$ cat src/rtl/div_sequencer_pkg.sv
// Shared constants and FSM encoding for the execute-stage divide sequencer.
package div_sequencer_pkg;

  localparam int DIV_WIDTH = 32;
  localparam int DIV_CNT_W = 5;
  localparam int DIV_ITERS = 32;

  typedef enum logic [1:0] {
    DIV_IDLE  = 2'd0,
    DIV_RUN   = 2'd1,
    DIV_FIXUP = 2'd2
  } div_state_t;

endpackage

$ cat src/rtl/div_sequencer_if.sv
// Pipeline-to-divider bundle: issue/operand/MF inputs, HI/LO and status back.
interface div_sequencer_if #(
  parameter int WIDTH = 32
);

  logic             start;
  logic [WIDTH-1:0] dividend;
  logic [WIDTH-1:0] divisor;
  logic             is_mf_hi;
  logic             is_mf_lo;
  logic [WIDTH-1:0] hi;
  logic [WIDTH-1:0] lo;
  logic             busy;
  logic             stall;
  logic             div_by_zero;

  modport master (
    output start, dividend, divisor, is_mf_hi, is_mf_lo,
    input  hi, lo, busy, stall, div_by_zero
  );

  modport slave (
    input  start, dividend, divisor, is_mf_hi, is_mf_lo,
    output hi, lo, busy, stall, div_by_zero
  );

endinterface

$ cat src/rtl/div_sequencer_step.sv
// One restoring-division iteration on unsigned magnitudes: shift {rem,quo}
// left, subtract the divisor when it fits.
module div_step #(
  parameter int WIDTH = 32
) (
  input  logic [WIDTH-1:0] rem,
  input  logic [WIDTH-1:0] quo,
  input  logic [WIDTH-1:0] divisor_abs,
  output logic [WIDTH-1:0] rem_next,
  output logic [WIDTH-1:0] quo_next
);

  logic [WIDTH:0]   rem_sh_s;
  logic [WIDTH+1:0] trial_s;

  // Trial subtract with an extra guard bit so the top bit is a clean borrow.
  always_comb begin
    rem_sh_s = {rem, quo[WIDTH-1]};
    trial_s  = {1'b0, rem_sh_s} - {2'b00, divisor_abs};
    if (trial_s[WIDTH+1] == 1'b0) begin
      rem_next = WIDTH'(trial_s);
      quo_next = {quo[WIDTH-2:0], 1'b1};
    end else begin
      rem_next = rem_sh_s[WIDTH-1:0];
      quo_next = {quo[WIDTH-2:0], 1'b0};
    end
  end

endmodule

$ cat src/rtl/div_sequencer.sv
// Execute-stage signed divide controller: 32-step restoring divide into HI/LO
// with pipeline stall while a dependent MF or second DIV waits for the result.
module div_sequencer
  import div_sequencer_pkg::*;
#(
  parameter int WIDTH = DIV_WIDTH,
  parameter int CNT_W = DIV_CNT_W
) (
  input  logic          clock,
  input  logic          reset,
  div_sequencer_if.slave bus
);

  localparam logic [WIDTH-1:0] ZERO_W = {WIDTH{1'b0}};
  localparam logic [WIDTH-1:0] ONES_W = {WIDTH{1'b1}};
  localparam logic [CNT_W-1:0] LAST_CNT = CNT_W'(DIV_ITERS - 1);

  div_state_t       state_r;
  logic [CNT_W-1:0] cnt_r;
  logic [WIDTH-1:0] rem_r;
  logic [WIDTH-1:0] quo_r;
  logic [WIDTH-1:0] dsr_abs_r;
  logic             q_neg_r;
  logic             r_neg_r;
  logic [WIDTH-1:0] hi_r;
  logic [WIDTH-1:0] lo_r;
  logic             dbz_r;
  logic [WIDTH-1:0] rem_nx_s;
  logic [WIDTH-1:0] quo_nx_s;
  logic             busy_s;

  div_step #(.WIDTH(WIDTH)) u_step (
    .rem         (rem_r),
    .quo         (quo_r),
    .divisor_abs (dsr_abs_r),
    .rem_next    (rem_nx_s),
    .quo_next    (quo_nx_s)
  );

  // Sequencer FSM, datapath registers and HI/LO commit.
  always_ff @(posedge clock or posedge reset) begin
    if (reset) begin
      state_r   <= DIV_IDLE;
      cnt_r     <= {CNT_W{1'b0}};
      rem_r     <= ZERO_W;
      quo_r     <= ZERO_W;
      dsr_abs_r <= ZERO_W;
      q_neg_r   <= 1'b0;
      r_neg_r   <= 1'b0;
      hi_r      <= ZERO_W;
      lo_r      <= ZERO_W;
      dbz_r     <= 1'b0;
    end else begin
      case (state_r)
        DIV_IDLE: begin
          if (bus.start) begin
            if (bus.divisor == ZERO_W) begin
              lo_r  <= ONES_W;
              hi_r  <= bus.dividend;
              dbz_r <= 1'b1;
            end else begin
              // Magnitudes only; -2^(WIDTH-1) maps onto itself as an unsigned value.
              quo_r     <= bus.dividend[WIDTH-1] ? -bus.dividend : bus.dividend;
              dsr_abs_r <= bus.divisor[WIDTH-1] ? -bus.divisor : bus.divisor;
              rem_r     <= ZERO_W;
              cnt_r     <= {CNT_W{1'b0}};
              q_neg_r   <= bus.dividend[WIDTH-1] ^ bus.divisor[WIDTH-1];
              r_neg_r   <= bus.dividend[WIDTH-1];
              state_r   <= DIV_RUN;
            end
          end
        end
        DIV_RUN: begin
          rem_r <= rem_nx_s;
          quo_r <= quo_nx_s;
          cnt_r <= cnt_r + 1'b1;
          if (cnt_r == LAST_CNT) begin
            state_r <= DIV_FIXUP;
          end
        end
        DIV_FIXUP: begin
          lo_r    <= q_neg_r ? -quo_r : quo_r;
          hi_r    <= r_neg_r ? -rem_r : rem_r;
          dbz_r   <= 1'b0;
          state_r <= DIV_IDLE;
        end
        default: begin
          state_r <= DIV_IDLE;
        end
      endcase
    end
  end

  assign busy_s          = (state_r != DIV_IDLE);
  assign bus.busy        = busy_s;
  // Combinational so a dependent instruction is held in the very cycle it arrives.
  assign bus.stall       = busy_s & (bus.is_mf_hi | bus.is_mf_lo | bus.start);
  assign bus.hi          = hi_r;
  assign bus.lo          = lo_r;
  assign bus.div_by_zero = dbz_r;

endmodule

$ cat src/flat_wrapper.sv
// flat-port wrapper written by rule: the top's interface ports become plain ports
module div_sequencer_flat import div_sequencer_pkg::*;
#(
  parameter int WIDTH = DIV_WIDTH,
  parameter int CNT_W = DIV_CNT_W
)
  (clock, reset, bus_start, bus_dividend, bus_divisor, bus_is_mf_hi, bus_is_mf_lo, bus_hi, bus_lo, bus_busy, bus_stall, bus_div_by_zero);
  div_sequencer_if #(.WIDTH(WIDTH)) bus_i ();
  input  logic clock;
  input  logic reset;
  input wire logic [$bits(bus_i.start)-1:0] bus_start;
  input wire logic [$bits(bus_i.dividend)-1:0] bus_dividend;
  input wire logic [$bits(bus_i.divisor)-1:0] bus_divisor;
  input wire logic [$bits(bus_i.is_mf_hi)-1:0] bus_is_mf_hi;
  input wire logic [$bits(bus_i.is_mf_lo)-1:0] bus_is_mf_lo;
  output wire logic [$bits(bus_i.hi)-1:0] bus_hi;
  output wire logic [$bits(bus_i.lo)-1:0] bus_lo;
  output wire logic [$bits(bus_i.busy)-1:0] bus_busy;
  output wire logic [$bits(bus_i.stall)-1:0] bus_stall;
  output wire logic [$bits(bus_i.div_by_zero)-1:0] bus_div_by_zero;
  assign bus_i.start = bus_start;
  assign bus_i.dividend = bus_dividend;
  assign bus_i.divisor = bus_divisor;
  assign bus_i.is_mf_hi = bus_is_mf_hi;
  assign bus_i.is_mf_lo = bus_is_mf_lo;
  assign bus_hi = bus_i.hi;
  assign bus_lo = bus_i.lo;
  assign bus_busy = bus_i.busy;
  assign bus_stall = bus_i.stall;
  assign bus_div_by_zero = bus_i.div_by_zero;
  div_sequencer #(.WIDTH(WIDTH), .CNT_W(CNT_W)) u_core (.clock(clock), .reset(reset), .bus(bus_i));
endmodule
$ cat config.mk
export PLATFORM = sky130hd
export DESIGN_NAME = div_sequencer_flat
export DESIGN_NICKNAME = d
export VERILOG_FILES = /design/src/rtl/div_sequencer_pkg.sv /design/src/rtl/div_sequencer_if.sv /design/src/rtl/div_sequencer_step.sv /design/src/rtl/div_sequencer.sv /design/src/flat_wrapper.sv
export SDC_FILE = /design/constraint.sdc
export NUM_CORES = 1
export LEC_CHECK = 0
export ABC_AREA = 0
export CORE_AREA = 2 2 180 182
export CTS_CLUSTER_DIAMETER = 100
export DETAILED_ROUTE_END_ITERATION = 8
export DIE_AREA = 0 0 182 184
export PLACE_DENSITY_LB_ADDON = 0.1
export SLEW_MARGIN = 20
export SYNTH_ARGS = -nofsm -noshare
export SYNTH_HDL_FRONTEND = slang
export SYNTH_HIERARCHICAL = 1
export SYNTH_SLANG_ARGS = --single-unit
$ cat constraint.sdc
create_clock -name clock -period 7.3 [get_ports clock]
set_input_delay 0.73 -clock clock [delete_from_list [all_inputs] [get_ports clock]]
set_output_delay 0.73 -clock clock [all_outputs]
set_load 0.1 [all_outputs]
# Word level (Yosys, flattened, before mapping)
# Cells that the tools add are included.
# word_totals
reg_bits	170
output_inout_bits	67
word_cells	65
# classes
addsub	6
n_eq_ne	7
mux	28
bitwise_logic	5
reduce_logical	9
# ops
cell	count
$mux W32	13
$pmux W32 S2	4
$neg A32 Y32	4
$sub A33 B32 Y34	1
$logic_not A32 Y1	1
$reduce_and A3 Y1	4
$mux W5	2
$pmux W5 S2	1
$mux W2	3
$reduce_bool A2 Y1	3
$add A5 B1 Y5 const B	1
$eq A5 B5 Y1 const B	1
$ne A2 B1 Y1 const B	2
$ne A2 B2 Y1 const B	2
$pmux W2 S2	1
$mux W1	3
$eq A2 B1 Y1 const B	1
$eq A2 B2 Y1 const B	1
$logic_not A2 Y1	1
$or A1 B1 Y1	2
$pmux W1 S2	1
$and A1 B1 Y1	1
$not A1 Y1	1
$xor A1 B1 Y1	1

# Longest topological paths before layout
# logic_depth
depth_word	5
depth_mapped	14

# By module
# Netlist, hierarchy kept.
# modules_own_cells
mod	instances	cells_each	area_each_um2
div_sequencer	1	1076	9534.1
div_step	1	404	2661.3

# Worst setup path before layout
# No wires, ideal clock.
# synth_path
path_kind	register to output
startpoint	register u_core.state_r[0]
endpoint	output port bus_stall
arrival_time_ns	2.158
setup_slack_ns	4.412
stages_incl_launch_ff	4
n_path_buf	0
cell_sequence	dfrtp_1 > inv_1 > nand2_1 > o31a_1
# synth_between
elab_chain_len	2
# synth_lines
item	line_no	text
from (decl)	div_sequencer.sv:18	div_state_t state_r;
from (signal assigned)	div_sequencer.sv:43	state_r <= DIV_IDLE;
from (signal assigned)	div_sequencer.sv:69	state_r <= DIV_RUN;
from (signal assigned)	div_sequencer.sv:78	state_r <= DIV_FIXUP;
$reduce_bool A2 Y1	div_sequencer.sv:94	assign busy_s = (state_r != DIV_IDLE);
net bus_busy	flat_wrapper.sv:18	output wire logic [$bits(bus_i.busy)-1:0] bus_busy;
$and A1 B1 Y1	div_sequencer.sv:97	assign bus.stall = busy_s & (bus.is_mf_hi | bus.is_mf_lo | bus.start);
to (decl)	flat_wrapper.sv:19	output wire logic [$bits(bus_i.stall)-1:0] bus_stall;
# The timed path passes the listed nets, and every way through them passes these cells.

# Worst setup path after layout
# layout_path
startpoint	input port bus_divisor[1]
endpoint	register u_core.dsr_abs_r[9]
# layout_between
elab_chain_len	3
elab_cells_between_ends	5
cone_classes	add/sub (1); mux (1); bitwise (1); reduce/logical (2)
# layout_lines
item	line_no	text
from (decl)	flat_wrapper.sv:13	input wire logic [$bits(bus_i.divisor)-1:0] bus_divisor;
branches (longest 3 deep; another with $neg A32 Y32)	-	
to (signal assigned)	div_sequencer.sv:64	dsr_abs_r <= bus.divisor[WIDTH-1] ? -bus.divisor : bus.divisor;
to (decl)	div_sequencer.sv:22	logic [WIDTH-1:0] dsr_abs_r;
# Several ways; the timed one is not identified.
# A chain may end at the register's enable or synchronous reset.

==> flow_summary.toml <==
[worst_setup_path]
crit_path_start = "bus_divisor[1]"
crit_required_ps = 7580
slowest_delay_ps = 560
worstReg2RegStart = "u_core/rem_r[7]"
endpoint_kind = "register"
slowest_stage = "or3b_2"
path_max_fanout = 72
crit_chain = "clkdlybuf4s50_1 -> inv_1 -> ha_1 -> or3b_2 -> nor4_2 -> a21boi_4 -> buf_4 -> nand2_2 -> buf_4 -> o21ai_0"
critical_path_arrival_ps = 4040
worstSetupStartpointType = "primary input"
crit_type = "primary input to register"
crit_top_cell = "buf_4"

[min_path]
hold_path.class = "register to register"
hp-start = "u_core/dsr_abs_r[16]"

[pwr]
p_seq_frac = 0.268
cellLeakagePower_nw = 5.71
switchingPower_mw = 3.33
power_density_mw_per_mm2 = 469
p_int_mw = 3.34
vdd_drop_max_mv = 0.194
power.share.combinational = 0.592
switching_share = 0.499
power.share.clock = 0.140
p_total_mw = 6.66

[clock_tree]
post_cts.repair.setup_buffers = 0
clockBufferDepth = 2
cts_tree = "done"
cts-resized-gates = 0
numCtsBuffers = 17
clk_latency_ps = 440
clock_sinks = 170
ctsHoldBuffers = 0
path_clk_slew_ps = 70
cts-root-buf = "clkbuf_16"
h-tree-depth = 4

[drt]
drt-total-wl_mm = 35.9
drt_iter0_drc = 555
vias = 10635
avgRoutedWirePerCell_microns = 18.4
ant_nets = 0
vias_per_cell = 5.45
drc = 0
drt_first_pass_iters = 5

[logic_synthesis]
yosys_warnings = 6
synthXorXnorAreaFrac = 0.101
synth_area_leaders = "dfrtp_1, nand2_1, o21ai_0"
synth_ff_type = "dfrtp_1"
synth_top_area_frac = 0.349
syn_area_sq_mm = 0.0122
synth_cells = 1480
synth_compound_area_frac = 0.231
yosys-mux-area-fraction = 0.0222
yosys.area_share.simple = 0.191
yosys.area_share.adder = 0.0406
synth_cell_types = 89
synth_nets = 1588
synth_area_leader_cell = "dfrtp_1"
synth_top_family_by_area = "compound AO/OA/AOI/OAI gates"
async_reset_ff_frac = 1.00
syn_area_per_cell_sq_um = 8.24
ys_ff_latch = 170
synth_top_cells_by_count = "nand2_1, o21ai_0, dfrtp_1, nor2_1, xor2_1"
synth_enable_flop_cells = 0
yosysSeqAreaShare = 0.349
synth.most_common_cell = "nand2_1"

[floorplan]
start_util = 0.388
coreArea_sq_mm = 0.0314
die-area_sq_mm = 0.0335
die_w_microns = 182
rows = 65
die_h_microns = 184
num_io_pins = 136

[global_route]
grt_pass1_wl_mm = 57.2
grt_overflow = 0
grt_max_degree = 80
grt_pass1_vias = 10300
gr-usage-all-layers = 0.216
antenna_found_initial = 0

[timing]
min_period_ps = 3760
fin_crit_sh = 0.515
skew_ps = 10.8
rsz0062_at_grt = "false"
fin_setup_tns_ps = 0
setup_violations = 0
hold-worst-slack_ps = 482
max-slew-margin-rel = 0.294
drv_slew = 0
setup_slack_ps = 3540
fmax_ghz = 0.266
worst_slew_pin_slew_ps = 1060
hold_violations = 0

[run]
cap_violations = 0

[layout]
num_antenna_cells = 0
final_net_count = 1645
fillers = 3172
final_layout_size_suffix_gt1_frac = 0.0735
area_growth_pct = 16.5
final_area_sq_mm = 0.0142

[placed_design]
place_area_sq_mm = 0.0136
pre_cts_slack_ps = 3140
dpl.hpwl_mm = 27.0
place.gp.congestion = 0.857
numPortBuffers = 135

[status]
status = "completed"
## final cells by class
| cell class | count | area, sq um | share of cell area |
|---|---|---|---|
| Sequential cell | 170 | 4250 | 0.299 |
| Tap cell | 402 | 503 | 0.0354 |
| Multi-Input combinational cell | 1143 | 7180 | 0.506 |
| Clock inverter | 14 | 158 | 0.0111 |
| Clock buffer | 18 | 439 | 0.0309 |
| Inverter | 57 | 219 | 0.0154 |
| Timing Repair Buffer | 148 | 1450 | 0.102 |
## per-layer routing
| metal | vias to the layer above | global-route usage | wire length, microns |
|---|---|---|---|
| met3 | 27 | 0.0297 | 1250 |
| met1 | 5082 | 0.289 | 16800 |
| met4 | 0 | 0.0565 | 597 |
| li1 | 5318 | - | - |
| met2 | 208 | 0.369 | 17200 |
| met5 | - | 0 | 0 |
## path summary, 6_finish.rpt
path,endpoint,slack [ps],cells after the start
setup / recovery,u_core/dsr_abs_r[9],3540,10
hold / removal,u_core/dsr_abs_r[16],480,2
setup reg to reg,u_core/rem_r[31],3690,12
hold reg to reg,u_core/dsr_abs_r[16],480,2
max in group asynchronous,u_core/r_neg_r,5320,3
min in group asynchronous,u_core/bus.hi[6],720,2
## stage by stage
step           utilization  instances
2_1_floorplan            -       1480
3_3_place_gp         0.434       1920
3_5_place_dp         0.434       1920
4_1_cts              0.453       1952
5_1_grt              0.453       1952
6_report             0.453       1952
## power by group through the flow
stage	Combinational [mW]	Sequential [mW]	Clock, mW
finish	3.94	1.78	0.935
global route	4.43	1.84	1.00
CTS	3.94	1.79	0.964
detailed placement	3.92	1.81	0
global placement	3.88	1.80	0
floorplan	3.03	1.83	0
## layout by cell type (no fill, tap or decap), drive strengths merged, types with 4 or more instances in the layout
master and count:
nor2b 6, dfrtp 170, nand2b 6, o21a 5, and3 8, xnor2 42, nand2 250, or2 10
a31oi 13, a211oi 7, mux2 5, nand3 18, nor3 21, mux2i 21, inv 62, nand4 7
o31ai 39, nor2 100, o21bai 4, or4 23, o211ai 13, or3 17, ha 38, a22oi 7
clkinvlp 5, o21ai 203, xor2 98, a21boi 6, a21oi 86, buf 13, clkdlybuf4s50 135, nor4 13
a21o 16, clkbuf 18, o41ai 20
## flip-flops by register name, indices dropped and copies added, names as in the netlist
name and flops:
u_core/dsr_abs_r 32, u_core/bus.div_by_zero 1, u_core/rem_r 32, u_core/state_r 2
u_core/bus.hi 32, u_core/cnt_r 5, u_core/r_neg_r 1, u_core/quo_r 32
u_core/bus.lo 32, u_core/q_neg_r 1
## cell families after synthesis
| logic type | Yosys count |
|---|---|
| adder cells (fa/ha/maj) | 39 |
| flip-flops | 170 |
| buffers and inverters | 167 |
| AND/OR/NAND/NOR | 495 |
| multiplexers | 26 |
| AO/OA/AOI/OAI | 443 |
| XOR/XNOR | 140 |
## critical path, delay by kind of cell
| family | cells | cell delay [ps] |
|---|---|---|
| AO/OA/AOI/OAI | 2 | 290 |
| AND/OR/NAND/NOR | 3 | 1340 |
| adder cells (fa/ha/maj) | 1 | 150 |
| buffers and inverters | 4 | 1420 |
Note: power is estimated with default switching activity, not from simulation.
